## config.mk

```make
export PLATFORM = sky130hd
export DESIGN_NAME = npu_banked_ram
export DESIGN_NICKNAME = d
export VERILOG_FILES = /design/src/rtl/npu_mem_pkg.sv /design/src/rtl/npu_sram_sp.sv /design/src/rtl/npu_banked_ram.sv
export SDC_FILE = /design/constraint.sdc
export NUM_CORES = 2
export LEC_CHECK = 0
export BUFFER_PORTS_ARGS = -buffer_cell sky130_fd_sc_hd__buf_2
export CORE_MARGIN = 2
export CORE_UTILIZATION = 35
export CTS_CLUSTER_SIZE = 30
export DETAILED_ROUTE_END_ITERATION = 8
export MAX_ROUTING_LAYER = met4
export SETUP_SLACK_MARGIN = 0.05
export SLEW_MARGIN = 30
export SYNTH_ARGS = -nofsm -noshare
export SYNTH_HDL_FRONTEND = slang
export SYNTH_HIERARCHICAL = 1
export SYNTH_SLANG_ARGS = --single-unit
```

## constraint.sdc

```tcl
create_clock -name clk -period 21.9 [get_ports clk]
set_input_delay 2.19 -clock clk [delete_from_list [all_inputs] [get_ports clk]]
set_output_delay 2.19 -clock clk [all_outputs]
set_load 0.02 [all_outputs]
```

## src/rtl/npu_mem_pkg.sv

```systemverilog
// Shared types and field-width helpers for the banked NPU memory.
// Synthesises to no logic; the helpers are evaluated at elaboration time only.
package npu_mem_pkg;

  typedef enum logic {
    IDLE  = 1'b0,
    CLEAR = 1'b1
  } npu_mem_state_t;

  // Row field width; a single-row bank still needs one address bit on the macro.
  function automatic int row_w(input int depth);
    return (depth > 1) ? $clog2(depth) : 1;
  endfunction

  // Number of reg_adr bits consumed by the bank index (0 for a single bank).
  function automatic int bank_bits(input int nbank);
    return (nbank > 1) ? $clog2(nbank) : 0;
  endfunction

  // Width of the registered bank index, kept at least one bit wide.
  function automatic int bank_idx_w(input int nbank);
    return (nbank > 1) ? $clog2(nbank) : 1;
  endfunction

endpackage

```

## src/rtl/npu_sram_sp.sv

```systemverilog
// Behavioural synchronous single-port bank: 1-cycle read, Q holds while CEN is high.
// No backpressure; HAPS/ASIC builds compile a vendor macro wrapper of the same name instead.
`ifndef HAPS
`ifndef ASIC
module npu_sram_sp #(
  parameter int WIDTH = 8,
  parameter int DEPTH = 256,
  parameter int AW    = 8
) (
  output logic [WIDTH-1:0] Q,
  input  logic             CLK,
  input  logic             CEN,
  input  logic             WEN,
  input  logic [AW-1:0]    A,
  input  logic [WIDTH-1:0] D
);

  logic [WIDTH-1:0] mem [DEPTH];

  // Write cycles leave Q untouched, matching the macro's read-only output latch.
  always_ff @(posedge CLK) begin
    if (!CEN) begin
      if (!WEN) mem[A] <= D;
      else      Q      <= mem[A];
    end
  end

endmodule
`endif
`endif

```

## src/rtl/npu_banked_ram.sv

```systemverilog
// Banked single-port RAM with memory-select decode, 1-cycle registered read (rvalid), held dout.
// No backpressure: accesses during the BANK_DEPTH-cycle clear pass, or out of range, are dropped with err.
module npu_banked_ram
  import npu_mem_pkg::*;
#(
  parameter int                  WIDTH      = 8,
  parameter int                  NBANK      = 2,
  parameter int                  BANK_DEPTH = 256,
  parameter int                  MEMSEL_W   = 6,
  parameter int                  REGSEL_W   = 9,
  parameter logic [MEMSEL_W-1:0] MEM_ADDR   = 6'b000010
) (
  input  logic                clk,
  input  logic                rst_n,
  input  logic [MEMSEL_W-1:0] mem_adr,
  input  logic [REGSEL_W-1:0] reg_adr,
  input  logic                en,
  input  logic                we,
  input  logic [WIDTH-1:0]    din,
  input  logic                clr,
  output logic [WIDTH-1:0]    dout,
  output logic                rvalid,
  output logic                busy,
  output logic                err
);

  localparam int ROW_W     = row_w(BANK_DEPTH);
  localparam int BANK_BITS = bank_bits(NBANK);
  localparam int BANK_W    = bank_idx_w(NBANK);
  localparam int FIELD_W   = ROW_W + BANK_BITS;
  localparam logic [ROW_W-1:0] LAST_ROW = ROW_W'(BANK_DEPTH - 1);

  npu_mem_state_t   state;
  logic [ROW_W-1:0] clr_row;
  logic [ROW_W-1:0] row;
  logic [BANK_W-1:0] bank;
  logic [BANK_W-1:0] rd_bank;
  logic             rd_pend;
  logic             oor;
  logic             hit;
  logic             acc;
  logic [WIDTH-1:0] q [NBANK];

  assign row = reg_adr[ROW_W-1:0];

  generate
    if (NBANK > 1) begin : g_bank_field
      assign bank = reg_adr[ROW_W +: BANK_BITS];
    end else begin : g_single_bank
      assign bank = '0;
    end

    if (REGSEL_W > FIELD_W) begin : g_oor
      assign oor = |reg_adr[REGSEL_W-1:FIELD_W];
    end else begin : g_no_oor
      assign oor = 1'b0;
    end
  endgenerate

  assign hit = en & (mem_adr == MEM_ADDR);
  assign acc = hit & ~oor & (state == IDLE);

  // While clearing, every bank is forced to write zero at the shared row counter.
  for (genvar b = 0; b < NBANK; b++) begin : g_bank
    logic             cen;
    logic             wen;
    logic [ROW_W-1:0] a;
    logic [WIDTH-1:0] d;

    always_comb begin
      cen = 1'b1;
      wen = 1'b1;
      a   = row;
      d   = din;
      if (state == CLEAR) begin
        cen = 1'b0;
        wen = 1'b0;
        a   = clr_row;
        d   = '0;
      end else if (acc && (bank == BANK_W'(b))) begin
        cen = 1'b0;
        wen = ~we;
      end
    end

    npu_sram_sp #(
      .WIDTH (WIDTH),
      .DEPTH (BANK_DEPTH),
      .AW    (ROW_W)
    ) u_sram (
      .Q   (q[b]),
      .CLK (clk),
      .CEN (cen),
      .WEN (wen),
      .A   (a),
      .D   (d)
    );
  end

  always_ff @(posedge clk or negedge rst_n) begin
    if (!rst_n) begin
      state   <= IDLE;
      clr_row <= '0;
      busy    <= 1'b0;
      err     <= 1'b0;
      rd_pend <= 1'b0;
      rd_bank <= '0;
      rvalid  <= 1'b0;
      dout    <= '0;
    end else begin
      err     <= hit & (oor | (state == CLEAR));
      rd_pend <= acc & ~we;
      rvalid  <= rd_pend;
      if (acc) rd_bank <= bank;
      if (rd_pend) dout <= q[rd_bank];

      case (state)
        IDLE: begin
          if (clr) begin
            state   <= CLEAR;
            clr_row <= '0;
            busy    <= 1'b1;
          end
        end
        CLEAR: begin
          // Counter parks on the last row rather than wrapping.
          if (clr_row == LAST_ROW) begin
            state <= IDLE;
            busy  <= 1'b0;
          end else begin
            clr_row <= clr_row + ROW_W'(1);
          end
        end
        default: state <= IDLE;
      endcase
    end
  end

endmodule

```

==> results.cfg <==
[critical_path]
critPathMaxFanout = 88
crit_path_frequent_cell = buf_4
r2r_slack_ns = 14.52
critPathCaptureType = register
regToRegStartpoint = clr_row[0]
critPathMaxStageDelay_ns = 0.86
cp_cell_sequence = buf_2 -> mux2_8 -> buf_4 -> buf_4 -> buf_4 -> buf_12 -> buf_4 -> mux4_2 -> a22oi_1 -> a21oi_1 -> o41ai_1 -> nand4_1
required_ns = 22.52
r2r_cells = 11
cp-startpoint = reg_adr[0]
path_buf_inv = 6
start_kind = primary input
crit_slowest_cell = o41ai_1
critical-path-top-delay-family = buffers and inverters
worstSetupPathType = in -> reg
worstSetupEndpoint = g_bank[1].u_sram/Q[0]
worst-path-stages = 12
arrival_ns = 8.89
r2r-end = g_bank[1].u_sram/Q[0]

[timing]
fin_crit_ns = 8.26
setup_violations = 0
grt_setup_unrepaired = no
final-hold-violation-count = 0
maxSlewViolCount = 0
tightestPinTransition_ns = 1.01
fin_crit_sh = 0.377
hold_slack_ns = 0.533
max_slew_margin = 0.318
timing.fmax_ghz = 0.121
fin_setup_tns_ns = 0
finalClockSkew_ns = 0.0567

[route]
ant_nets = 0
vias_per_cell = 5.55
vias = 75600
routedWlPerCell_um = 28.7
drc = 0
drt_iter0_drc = 9080
wirelength_um = 391000
drtPass1Iterations = 5

[power_and_ir_drop]
irDropWorstVdd_mv = 0.112
switching_share = 0.300
seqPwrFrac = 0.416
clockPowerShare = 0.320
pwr-share-comb = 0.265
internal_power_mw = 14.9
leakage_nw = 54.8
power.switching_mw = 6.40
p_per_area_nw_per_um2 = 119

[logic_synthesis]
synth_edf_count = 4112
synthArstFlopShare = 0.00532
synthesis.nets = 7208
ys.flop_type = edfxtp_1
synth_cells = 7179
ys_seq_elements = 4134
yosysWarnings = 6
synth_cell_type_count = 44
syn_avg_cell_area_sq_um = 22.0
syn_area_sq_um = 158000
ys_seq_area_frac = 0.785

[outcome]
status = completed

[layout]
mostFrequentLayoutCells = edfxtp_1 (4112), mux4_2 (1024), a22oi_1 (512), nor2_1 (480), clkbuf_16 (407)
final_common_cell = edfxtp_1
drive_above_1_share = 0.256
syn2layout_area_growth_pct = 13.3
final_nets = 7362

[global_route]
antenna_found_initial = 13
grt_use_total = 0.173
grt_max_degree = 241
grt_pass1_wl_um = 561000
grt_overflow = 0
grt_pass1_vias = 76900

[clocking]
path_clk_slew_ns = 0.06
cts_resized = 0
cts_buffer_depth = 4
h-tree-depth = 5
post-cts-setup-buffers = 0
postCtsHoldBufs = 0
worstSkewPairLatency_ns = 0.92
numCtsBuffers = 400
cts_sinks = 4134
root_buffer = clkbuf_16
cts_tree = built

[die]
io_pins = 39
placeableCoreArea_sq_um = 449000
rows = 246
fp.dieArea_sq_um = 457000
die_height_um = 676
start_util = 0.352
fp.dieW_um = 676

[job]
cap_violations = 0

[placement]
dp_hpwl_um = 222000
io_buffers = 38
gp_congestion = 0.808

[min_path]
min_path_type = reg -> reg
cell families after synthesis:
group / Yosys count / share of synthesized area
AO/OA/AOI/OAI: 868 / 0.0373
multiplexers: 1039 / 0.147
flip-flops: 4134 / 0.785
adder cells (fa/ha/maj): 1 / 0.0000792
AND/OR/NAND/NOR: 675 / 0.0176
buffers and inverters: 462 / 0.0132
stage by stage:
stage               std cells  cell area (sq um)  total power, mW  setup slack, ns  utilization
floorplan                7179             158000             12.7             4.81            -
global placement        12900             165000             14.6            12.27        0.368
detailed placement      12900             166000             14.7            12.40        0.369
CTS                     13600             179000             21.5            13.36        0.397
global route            13600             179000             22.0            13.00        0.398
finish                  13600             179000             21.3            13.64        0.398
layer usage:
metal / vias to the layer above / global-route usage / routed length [um]
li1: 30800 / - / -
met1: 40800 / 0.230 / 157000
met2: 3337 / 0.277 / 193000
met3: 641 / 0.0244 / 29300
met4: 0 / 0.0522 / 12100
met5: - / - / 0
sequential cells by signal, indices dropped and copies added, names as in the netlist:
name / flops
g_bank.u_sram/mem: 4096
rvalid: 1
err: 1
busy: 1
rd_bank: 1
state: 1
g_bank.u_sram/Q: 16
dout: 8
clr_row: 8
rd_pend: 1
worst min-delay path, cell delays in order (launching register included):
cell and delay [ns]:
dfrtp_1 0.35, nor2_1 0.04, a21oi_1 0.10
worst min path at each step:
| stage | startpoint | end | slack, ns | depth (start not counted) |
|---|---|---|---|---|
| finish | dout[0] | dout[0] | 0.53 | 2 |
| global placement | dout[2] | dout[2] | 0.52 | 2 |
| CTS | dout[0] | dout[0] | 0.54 | 2 |
| detailed placement | dout[3] | dout[3] | 0.52 | 2 |
| global route | dout[0] | dout[0] | 0.57 | 2 |
| floorplan | rd_pend | rvalid | 0.35 | 0 |
power by group through the flow:
stage / registers [mW] / clock network (mW) / logic (mW)
floorplan: 9.04 / 0 / 3.69
global placement: 9.02 / 0 / 5.58
detailed placement: 9.03 / 0 / 5.64
CTS: 8.86 / 6.94 / 5.65
global route: 8.87 / 7.24 / 5.91
finish: 8.86 / 6.82 / 5.64
final cells by class:
| cell class | instances | area (sq um) |
|---|---|---|
| Antenna cell | 10 | 25.0 |
| Clock buffer | 472 | 10400 |
| Clock inverter | 245 | 2400 |
| Fill cell | 39200 | 270000 |
| Inverter | 4 | 15.0 |
| Multi-Input combinational cell | 2583 | 32700 |
| Sequential cell | 4134 | 124000 |
| Tap cell | 5952 | 7450 |
| Timing Repair Buffer | 210 | 1970 |
cells in the mapped netlist (all sizes together), types with 2 or more instances:
cell type | number | area, sq um
a41oi | 2 | 17.5
nor2 | 530 | 1990
or2 | 2 | 12.5
and2 | 6 | 37.5
edfxtp | 4112 | 123000
mux2 | 7 | 78.8
nand2b | 5 | 31.3
a21oi | 275 | 1380
nor4b | 4 | 35.0
o22ai | 2 | 12.5
a31oi | 3 | 18.8
mux4 | 1024 | 23100
buf | 180 | 1030
dfrtp | 22 | 551
nor4 | 3 | 33.8
o211ai | 2 | 15.0
o21ai | 4 | 20.0
nand4 | 17 | 106
nor3b | 2 | 15.0
inv | 4 | 15.0
nor3 | 2 | 15.0
clkbuf | 278 | 1040
and3 | 2 | 12.5
a22oi | 512 | 3840
mux2i | 8 | 80.1
o41ai | 64 | 561
nor2b | 25 | 156
nand3 | 10 | 50.1
nand2 | 61 | 229
a311oi | 2 | 17.5
and4bb | 2 | 25.0
Power figures use the tool's default switching activity.
